**config.mk**
```make
export PLATFORM = sky130hd
export DESIGN_NAME = ctrl_seq
export DESIGN_NICKNAME = d
export VERILOG_FILES = /design/src/rtl/ctrl_seq.sv
export SDC_FILE = /design/constraint.sdc
export NUM_CORES = 1
export LEC_CHECK = 0
export ABC_AREA = 1
export CORE_ASPECT_RATIO = 1.75
export CORE_MARGIN = 5
export CORE_UTILIZATION = 34
export DETAILED_ROUTE_END_ITERATION = 10
export PLACE_DENSITY_LB_ADDON = 0.2
export REMOVE_ABC_BUFFERS = 1
export SYNTH_ARGS = -nofsm -noshare
export SYNTH_HDL_FRONTEND = slang
export SYNTH_SLANG_ARGS = --single-unit
export TNS_END_PERCENT = 1
```
**constraint.sdc**
```tcl
create_clock -name clock -period 2.6 [get_ports clock]
set_clock_uncertainty 0.1 [all_clocks]
set_input_delay 0.78 -clock clock [delete_from_list [all_inputs] [get_ports clock]]
set_output_delay 0.78 -clock clock [all_outputs]
set_load 0.1 [all_outputs]
```
**src/rtl/ctrl_seq.sv**
```systemverilog
// Control sequencer for the 16-bit basic computer: SC/halt state plus combinational strobe decode.
// Optional interrupt cycle (R flag detect and R-cycle) is built only when CTRL_INTR_EN is defined.
module ctrl_seq #(
  parameter int SC_W = 3
) (
  input  logic            clock,
  input  logic            reset_n,
  input  logic            D0,
  input  logic            D1,
  input  logic            D2,
  input  logic            D3,
  input  logic            D4,
  input  logic            D5,
  input  logic            D6,
  input  logic            D7,
  input  logic            I,
  input  logic            B0,
  input  logic            B1,
  input  logic            B2,
  input  logic            B3,
  input  logic            B4,
  input  logic            B5,
  input  logic            B6,
  input  logic            B7,
  input  logic            B8,
  input  logic            B9,
  input  logic            B10,
  input  logic            B11,
  input  logic            DR_ZERO,
  input  logic [15:0]     AC_out,
  input  logic            E_in,
  input  logic            IEN_out,
  input  logic            R_out,
  input  logic            FGI,
  input  logic            FGO,
  output logic            AR_load,
  output logic            PC_load,
  output logic            DR_load,
  output logic            AC_load,
  output logic            IR_load,
  output logic            TR_load,
  output logic            OUTR_load,
  output logic            AR_reset,
  output logic            PC_reset,
  output logic            DR_reset,
  output logic            AC_reset,
  output logic            TR_reset,
  output logic            AR_inc,
  output logic            PC_inc,
  output logic            DR_inc,
  output logic            AC_inc,
  output logic            TR_inc,
  output logic            IEN_set,
  output logic            IEN_reset,
  output logic            R_load,
  output logic            R_reset,
  output logic            M_read,
  output logic            M_write,
  output logic [2:0]      BUS_sel,
  output logic [2:0]      ALU_ops,
  output logic [SC_W-1:0] sc,
  output logic            halted
);

  localparam logic [SC_W-1:0] T0 = SC_W'(0);
  localparam logic [SC_W-1:0] T1 = SC_W'(1);
  localparam logic [SC_W-1:0] T2 = SC_W'(2);
  localparam logic [SC_W-1:0] T3 = SC_W'(3);
  localparam logic [SC_W-1:0] T4 = SC_W'(4);
  localparam logic [SC_W-1:0] T5 = SC_W'(5);
  localparam logic [SC_W-1:0] T6 = SC_W'(6);

  logic [11:0]     b;
  logic [SC_W-1:0] sc_q, sc_d;
  logic            halted_q, halted_d;
  logic            clr, hlt;
  logic            intr_cycle, intr_req;

  assign b = {B11, B10, B9, B8, B7, B6, B5, B4, B3, B2, B1, B0};

`ifdef CTRL_INTR_EN
  assign intr_cycle = R_out;
  assign intr_req   = IEN_out & (FGI | FGO);
`else
  logic unused_intr;
  assign unused_intr = R_out ^ IEN_out;
  assign intr_cycle  = 1'b0;
  assign intr_req    = 1'b0;
`endif

  // These strobes exist for datapath completeness but no microoperation uses them.
  assign DR_reset = 1'b0;
  assign TR_reset = 1'b0;
  assign TR_inc   = 1'b0;

  always_comb begin
    AR_load   = 1'b0;
    PC_load   = 1'b0;
    DR_load   = 1'b0;
    AC_load   = 1'b0;
    IR_load   = 1'b0;
    TR_load   = 1'b0;
    OUTR_load = 1'b0;
    AR_reset  = 1'b0;
    PC_reset  = 1'b0;
    AC_reset  = 1'b0;
    AR_inc    = 1'b0;
    PC_inc    = 1'b0;
    DR_inc    = 1'b0;
    AC_inc    = 1'b0;
    IEN_set   = 1'b0;
    IEN_reset = 1'b0;
    R_load    = 1'b0;
    R_reset   = 1'b0;
    M_read    = 1'b0;
    M_write   = 1'b0;
    BUS_sel   = 3'd0;
    ALU_ops   = 3'd0;
    clr       = 1'b0;
    hlt       = 1'b0;
    if (!halted_q) begin
      if (sc_q > T6) begin
        clr = 1'b1;
      end else if (sc_q <= T2) begin
        if (intr_cycle) begin
          case (sc_q)
            T0:      begin AR_reset = 1'b1; BUS_sel = 3'd2; TR_load = 1'b1; end
            T1:      begin BUS_sel = 3'd6; M_write = 1'b1; PC_reset = 1'b1; end
            default: begin PC_inc = 1'b1; IEN_reset = 1'b1; R_reset = 1'b1; clr = 1'b1; end
          endcase
        end else begin
          case (sc_q)
            T0:      begin BUS_sel = 3'd2; AR_load = 1'b1; end
            T1:      begin M_read = 1'b1; BUS_sel = 3'd7; IR_load = 1'b1; PC_inc = 1'b1; end
            default: begin BUS_sel = 3'd5; AR_load = 1'b1; end
          endcase
        end
      end else begin
        R_load = intr_req;
        case (sc_q)
          T3: begin
            if (!D7) begin
              if (I) begin M_read = 1'b1; BUS_sel = 3'd7; AR_load = 1'b1; end
            end else if (!I) begin
              clr = 1'b1;
              casez (b)
                12'b1???_????_????: AC_reset = 1'b1;
                12'b01??_????_????: ALU_ops = E_in ? 3'd7 : 3'd0;
                12'b001?_????_????: begin ALU_ops = 3'd4; AC_load = 1'b1; end
                12'b0001_????_????: ALU_ops = 3'd7;
                12'b0000_1???_????: begin ALU_ops = 3'd5; AC_load = 1'b1; end
                12'b0000_01??_????: begin ALU_ops = 3'd6; AC_load = 1'b1; end
                12'b0000_001?_????: AC_inc = 1'b1;
                12'b0000_0001_????: PC_inc = ~AC_out[15];
                12'b0000_0000_1???: PC_inc = AC_out[15];
                12'b0000_0000_01??: PC_inc = (AC_out == 16'd0);
                12'b0000_0000_001?: PC_inc = ~E_in;
                12'b0000_0000_0001: hlt = 1'b1;
                default: ;
              endcase
            end else begin
              clr = 1'b1;
              casez (b[11:6])
                6'b01_????: begin BUS_sel = 3'd4; OUTR_load = 1'b1; end
                6'b00_1???: PC_inc = FGI;
                6'b00_01??: PC_inc = FGO;
                6'b00_001?: IEN_set = 1'b1;
                6'b00_0001: IEN_reset = 1'b1;
                default: ;
              endcase
            end
          end
          T4: begin
            if (D0 | D1 | D2 | D6) begin
              M_read = 1'b1; BUS_sel = 3'd7; DR_load = 1'b1;
            end else if (D3) begin
              BUS_sel = 3'd4; M_write = 1'b1; clr = 1'b1;
            end else if (D4) begin
              BUS_sel = 3'd1; PC_load = 1'b1; clr = 1'b1;
            end else if (D5) begin
              BUS_sel = 3'd2; M_write = 1'b1; AR_inc = 1'b1;
            end
          end
          T5: begin
            if (D0) begin
              ALU_ops = 3'd1; AC_load = 1'b1; clr = 1'b1;
            end else if (D1) begin
              ALU_ops = 3'd2; AC_load = 1'b1; clr = 1'b1;
            end else if (D2) begin
              ALU_ops = 3'd3; AC_load = 1'b1; clr = 1'b1;
            end else if (D5) begin
              BUS_sel = 3'd1; PC_load = 1'b1; clr = 1'b1;
            end else if (D6) begin
              DR_inc = 1'b1;
            end
          end
          T6: begin
            if (D6) begin
              BUS_sel = 3'd3; M_write = 1'b1; PC_inc = DR_ZERO; clr = 1'b1;
            end
          end
          default: ;
        endcase
      end
    end
  end

  assign sc_d     = halted_q ? sc_q : (clr ? '0 : sc_q + SC_W'(1));
  assign halted_d = halted_q | hlt;

  always_ff @(posedge clock or negedge reset_n) begin
    if (!reset_n) begin
      sc_q     <= '0;
      halted_q <= 1'b0;
    end else begin
      sc_q     <= sc_d;
      halted_q <= halted_d;
    end
  end

  assign sc     = sc_q;
  assign halted = halted_q;

endmodule
```
==> impl_metrics.json, run 1 <==
{
  "outcome": "finished, violations left",
  "violations": "setup timing",
  "crit_chain": "clkdlybuf4s15_2 > or2_4 > o22ai_2 > a21oi_1 > nand2_1 > nand2_1 > nand2_1 > nand2_2 > a21oi_4 > buf_12",
  "hold_viol": 0,
  "yosysTopAreaCellShare_pct": 15.8,
  "vias": 1666,
  "crit_fanout": 2,
  "start_util_pct": 35.6,
  "whs_path_depth": 2,
  "drt-vias-per-instance": 5.05,
  "grt_usage_pct": 22.9,
  "first_iter_violations": 41,
  "async_reset_ff_share_pct": 100,
  "cpMostUsedCell": "nand2_1",
  "power_uw": 367,
  "die_w_um": 51.9,
  "drc": 0,
  "ys_ff_latch": 4,
  "cts_max_level": 1,
  "setup_viol": 20,
  "clock_path_buffers": 2,
  "critPathKind": "primary input to output pin",
  "p_sw_uw": 139,
  "r2r_start": "sc[0]",
  "pre_cts_slack_ns": -0.719,
  "cp_data_arrival_time_ns": 2.01,
  "syn_inst": 190,
  "core_mm2": 0.00293,
  "p_comb_share_pct": 46.8,
  "yosysMostFrequentCell": "nand2_1",
  "r2r-end": "sc[1]",
  "p_int_uw": 228,
  "syn_area_per_cell_um2": 5.49,
  "drtAntennaViolNets": 0,
  "layout-drive-gt1-share_pct": 59.6,
  "drt_wl_total_um": 4920,
  "wire_per_inst_um": 14.9,
  "clock_power_share_pct": 36.1,
  "antenna_cells": 0,
  "p_leak_nw": 1.09,
  "grt_max_degree": 11,
  "yosysTopAreaCell": "nand2_1",
  "start_kind": "primary input",
  "dpl_cell_area_mm2": 0.00220,
  "end_kind": "output pin",
  "synthDistinctLibCells": 29,
  "hp-class": "flop to flop",
  "fin_tns_setup_ns": -2.78,
  "reg2reg_slack_ns": 0.71,
  "portBuffers": 67,
  "grt-ovfl-total": 0,
  "clkSinkCount": 4,
  "final_core_util_pct": 82.6,
  "finalWeightedCongestion": 0.918,
  "numCtsBuffers": 3,
  "rows": 26,
  "yosysSeqAreaShare_pct": 9.60,
  "switching_share_pct": 37.8,
  "cts_tree": "yes",
  "critPathMaxStageDelay_ns": 0.25,
  "firstDrtPassIters": 4,
  "grt_pass1_vias": 1763,
  "fmax_mhz": 346,
  "io_pins": 78,
  "hp-start": "halted",
  "cts_hold_buf": 0,
  "clkSlewWorstSetupHoldPaths_ns": 0.03,
  "yosysWarnings": 0,
  "fin_crit_sh_pct": 111,
  "power_frac_seq_pct": 17.1,
  "nets": 354,
  "ir_worst_vdd_uv": 307,
  "crit_path_top_delay_cell": "or2_4",
  "rsz0062_at_grt": "yes",
  "area_growth_pct": 132,
  "root_buffer": "clkbuf_8",
  "synth_edf_count": 0,
  "chipHeight_um": 83.2,
  "clk_latency_ns": 0.22,
  "design_area_mm2": 0.00242,
  "grt_pass1_wl_um": 7760,
  "netlist_top_cells_area": "nand2_1 16%, nor2_1 11%, inv_1 10%",
  "required_ns": 1.72,
  "min_to": "halted",
  "ff2ff_path_depth": 10,
  "synth_area_mm2": 0.00104,
  "die-area_mm2": 0.00432,
  "antenna_found_initial": 0,
  "power_density_mw_per_mm2": 152,
  "cap_violations": 0,
  "synth_commonest_cells": "44 x nand2_1, 30 x nor2_1, 29 x inv_1",
  "setup_ws_ns": -0.290,
  "dp_hpwl_um": 3560,
  "slew_viol_final": 0,
  "min_period_ns": 2.89,
  "synth_ff_type": "dfrtp_1"
}
-- power groups by stage --
stage	sequential (mW)	combinational (mW)	clock [mW]
3_5_place_dp	0.0634	0.165	0
5_1_grt	0.0626	0.182	0.141
4_1_cts	0.0627	0.168	0.135
2_1_floorplan	0.0634	0.0755	0
6_report	0.0627	0.172	0.133
3_3_place_gp	0.0634	0.162	0
-- critical path: cells and delay by family --
| family | cells | cell delay [ns] |
|---|---|---|
| compound gates | 3 | 0.35 |
| simple gates | 5 | 0.48 |
| buf+inv | 2 | 0.38 |
-- state kept, by name (all words and copies together) (netlist names) --
signal,count
halted,1
sc,3
-- worst max-delay path by stage --
stage               to  slack, ns   from  cells after the start
2_1_floorplan  M_write      -3.12  sc[1]                      5
3_3_place_gp    PC_inc      -0.72     B7                     13
3_5_place_dp    PC_inc      -0.72     B7                     13
4_1_cts         PC_inc      -0.30    B11                     13
5_1_grt         PC_inc      -0.37     B7                     13
6_report        PC_inc      -0.29     B3                     10
-- metal layers --
metal,global-route usage (%),vias to the layer above,routed length [um]
li1,-,818,-
met1,21.3,779,1650
met2,45.6,58,2950
met3,3.94,11,231
met4,8.11,0,88
met5,0,-,0
-- stage by stage --
stage,cells,hold slack (ns)
final,330,0.503
after CTS,330,0.512
after global routing,330,0.581
after detailed placement,322,0.494
after floorplan,188,0.384
after global placement,322,0.484
-- final cells by class --
type,count,area (um2)
multi-input cells,152,1010
inverters,32,125
repair buffers,111,1100
clock buffers,3,41.3
fillers,170,510
flip-flops and latches,4,101
well taps,28,35.0
-- kinds of logic after synthesis --
group / Yosys count / share of synthesized area, %
buffers and inverters: 41 / 18.0
adders and majority gates: 5 / 6.00
other: 1 / 0.360
and+or+nand+nor: 110 / 49.1
AOI/OAI and AO/OA: 29 / 16.9
DFF: 4 / 9.60
-- placed cells by master (no fill, tap or decap), types with 7 or more instances in the layout --
cell,Yosys,layout
a21oi_2,1,7
buf_12,0,21
buf_2,0,10
buf_4,9,48
buf_6,0,7
clkbuf_2,0,10
conb_1,1,8
inv_1,29,16
inv_2,2,13
nand2_1,44,38
nand2_2,4,9
nand3_1,12,9
nor2_1,30,14
nor2_2,4,17
-- what timing repair did --
item,4_1_cts,5_1_grt
gates resized for setup,157,38
pin swaps,47,29
endpoints found under the setup margin,20,20
buffers inserted,5,0
cloned,0,0
No activity file was read; power rests on OpenSTA's default activity.
==> run 2, diff against run 1 <==
--- a/config.mk
+++ b/config.mk
@@ -6,6 +6,8 @@
 export NUM_CORES = 1
 export LEC_CHECK = 0
 export ABC_AREA = 1
+export ABC_CLOCK_PERIOD_IN_PS = 3200
+export CAP_MARGIN = 30
 export CORE_ASPECT_RATIO = 1.75
 export CORE_MARGIN = 5
 export CORE_UTILIZATION = 34
==> constraint.sdc (replaced) <==
create_clock -name clock -period 3.2 [get_ports clock]
set_clock_uncertainty 0.1 [all_clocks]
set_input_delay 0.96 -clock clock [delete_from_list [all_inputs] [get_ports clock]]
set_output_delay 0.96 -clock clock [all_outputs]
set_load 0.1 [all_outputs]
==> run 2 against run 1 <==
Effect of this change:
- the flow still finishes with violations (setup timing)
- final area down 6.3%
- first-iteration DRC count down 46%
- register-to-register slack better by 0.51 ns
- sequential cell count unchanged
- power down 21%
==> impl_metrics.json, run 2 (synthesized netlist as in run 1, its figures left out) <==
{
  "dp_hpwl_um": 3440,
  "critPathKind": "primary input to output pin",
  "outcome": "finished, violations left",
  "grt_pass1_vias": 1707,
  "cap_violations": 0,
  "core_mm2": 0.00293,
  "cts_max_level": 1,
  "root_buffer": "clkbuf_8",
  "setup_viol": 3,
  "whs_path_depth": 2,
  "clk_latency_ns": 0.22,
  "fin_crit_sh_pct": 102,
  "reg2reg_slack_ns": 1.22,
  "largest_reg_flops": 3,
  "first_iter_violations": 22,
  "drtAntennaViolNets": 0,
  "firstDrtPassIters": 4,
  "rows": 26,
  "met3_usage_pct": 2.33,
  "antenna_found_initial": 0,
  "layout_commonest_cell": "buf_4",
  "grt_usage_pct": 20.8,
  "finalWeightedCongestion": 0.908,
  "cts_tree": "yes",
  "rsz0062_at_grt": "yes",
  "drc": 0,
  "grt_most_used_layer": "met2",
  "ff2ff_path_depth": 10,
  "wire_per_inst_um": 13.5,
  "antenna_cells": 0,
  "slew_viol_final": 0,
  "io_pins": 78,
  "final_core_util_pct": 77.4,
  "min_period_ns": 3.26,
  "met2_usage_pct": 40.8,
  "start_kind": "primary input",
  "dpl_cell_area_mm2": 0.00212,
  "chipHeight_um": 83.2,
  "drt_wl_total_um": 4400,
  "nets": 349,
  "r2r_start": "sc[0]",
  "fillerInstances": 223,
  "layout-drive-gt1-share_pct": 49.8,
  "required_ns": 2.14,
  "ir_worst_vdd_uv": 269,
  "p_leak_nw": 1.08,
  "hp-start": "halted",
  "clkSlewWorstSetupHoldPaths_ns": 0.03,
  "end_kind": "output pin",
  "die-area_mm2": 0.00432,
  "layout_common_cells": "43 x buf_4, 39 x nand2_1, 22 x nor2_1",
  "grt_pass1_wl_um": 7200,
  "min_to": "halted",
  "crit_fanout": 4,
  "drt-vias-per-instance": 4.89,
  "fmax_mhz": 307,
  "start_util_pct": 35.6,
  "fin_tns_setup_ns": -0.152,
  "hp-class": "flop to flop",
  "clock_path_buffers": 2,
  "design_area_mm2": 0.00226,
  "use_met1_pct": 20.5,
  "portBuffers": 67,
  "r2r-end": "sc[2]",
  "numCtsBuffers": 3,
  "cts_hold_buf": 0,
  "cp_data_arrival_time_ns": 2.20,
  "grt-ovfl-total": 0,
  "setup_ws_ns": -0.0578,
  "vias": 1588,
  "grt_max_degree": 11,
  "hold_viol": 0,
  "violations": "setup timing",
  "die_w_um": 51.9,
  "power_density_mw_per_mm2": 129,
  "clkSinkCount": 4,
  "area_growth_pct": 117
}
[run 2: cell types whose count changed in the layout (fill, tap and decap cells not counted), sizes merged]
cell           previous run  this run
dlygate4sd2               6         8
clkbuf                   13         5
clkdlybuf4s50             4         3
buf                      86        88
[run 2: how the worst max path moves through the flow]
| stage | start | to | depth (start not counted) |
|---|---|---|---|
| 2_1_floorplan | sc[1] | M_write | 5 |
| 3_3_place_gp | B10 | PC_inc | 11 |
| 3_5_place_dp | B10 | PC_inc | 11 |
| 4_1_cts | B11 | PC_inc | 13 |
| 5_1_grt | B10 | PC_inc | 13 |
| 6_report | B10 | ALU_ops[0] | 10 |
[run 2: repair_timing]
action,CTS,global route
buffers inserted,11,0
pin swaps,47,12
resized for setup,151,9
endpoints found under the setup margin,20,15
hold endpoints to repair,0,0
[run 2: area by class of cell]
class | instances | area, um2 | area share (%)
tap | 28 | 35.0 | 1.55
multi-input combinational | 152 | 917 | 40.5
timing repair buffer | 106 | 1050 | 46.4
sequential | 4 | 101 | 4.48
clock buffer | 3 | 41.3 | 1.82
inverter | 32 | 120 | 5.30
[run 2: stage by stage]
| step | power [mW] | instances | setup slack, ns | hold slack (ns) |
|---|---|---|---|---|
| detailed placement | 0.186 | 311 | -0.479 | 0.475 |
| CTS | 0.291 | 325 | -0.0413 | 0.485 |
| global route | 0.308 | 325 | -0.155 | 0.529 |
| global placement | 0.184 | 311 | -0.450 | 0.487 |
| finish | 0.292 | 325 | -0.0578 | 0.486 |
| floorplan | 0.113 | 188 | -2.70 | 0.564 |
[run 2: worst max-delay path, cell delays in order]
cell	delay, ns
buf_6	0.10
nor2_4	0.17
nand2_2	0.09
nor2_2	0.10
buf_4	0.13
a21oi_4	0.04
a21oi_1	0.16
a21oi_1	0.06
nor2_1	0.18
buf_12	0.20
[run 2: metal layers]
| layer | wire [um] | vias to the layer above |
|---|---|---|
| li1 | - | 807 |
| met1 | 1520 | 713 |
| met5 | 0 | - |
| met2 | 2570 | 56 |
| met3 | 200 | 12 |
| met4 | 110 | 0 |
[run 2: report_power, final]
part / internal [mW] / switching, mW
sequential: 0.0509 / 0
clock: 0.0802 / 0.0265
combinational: 0.0509 / 0.0832
total: 0.182 / 0.110
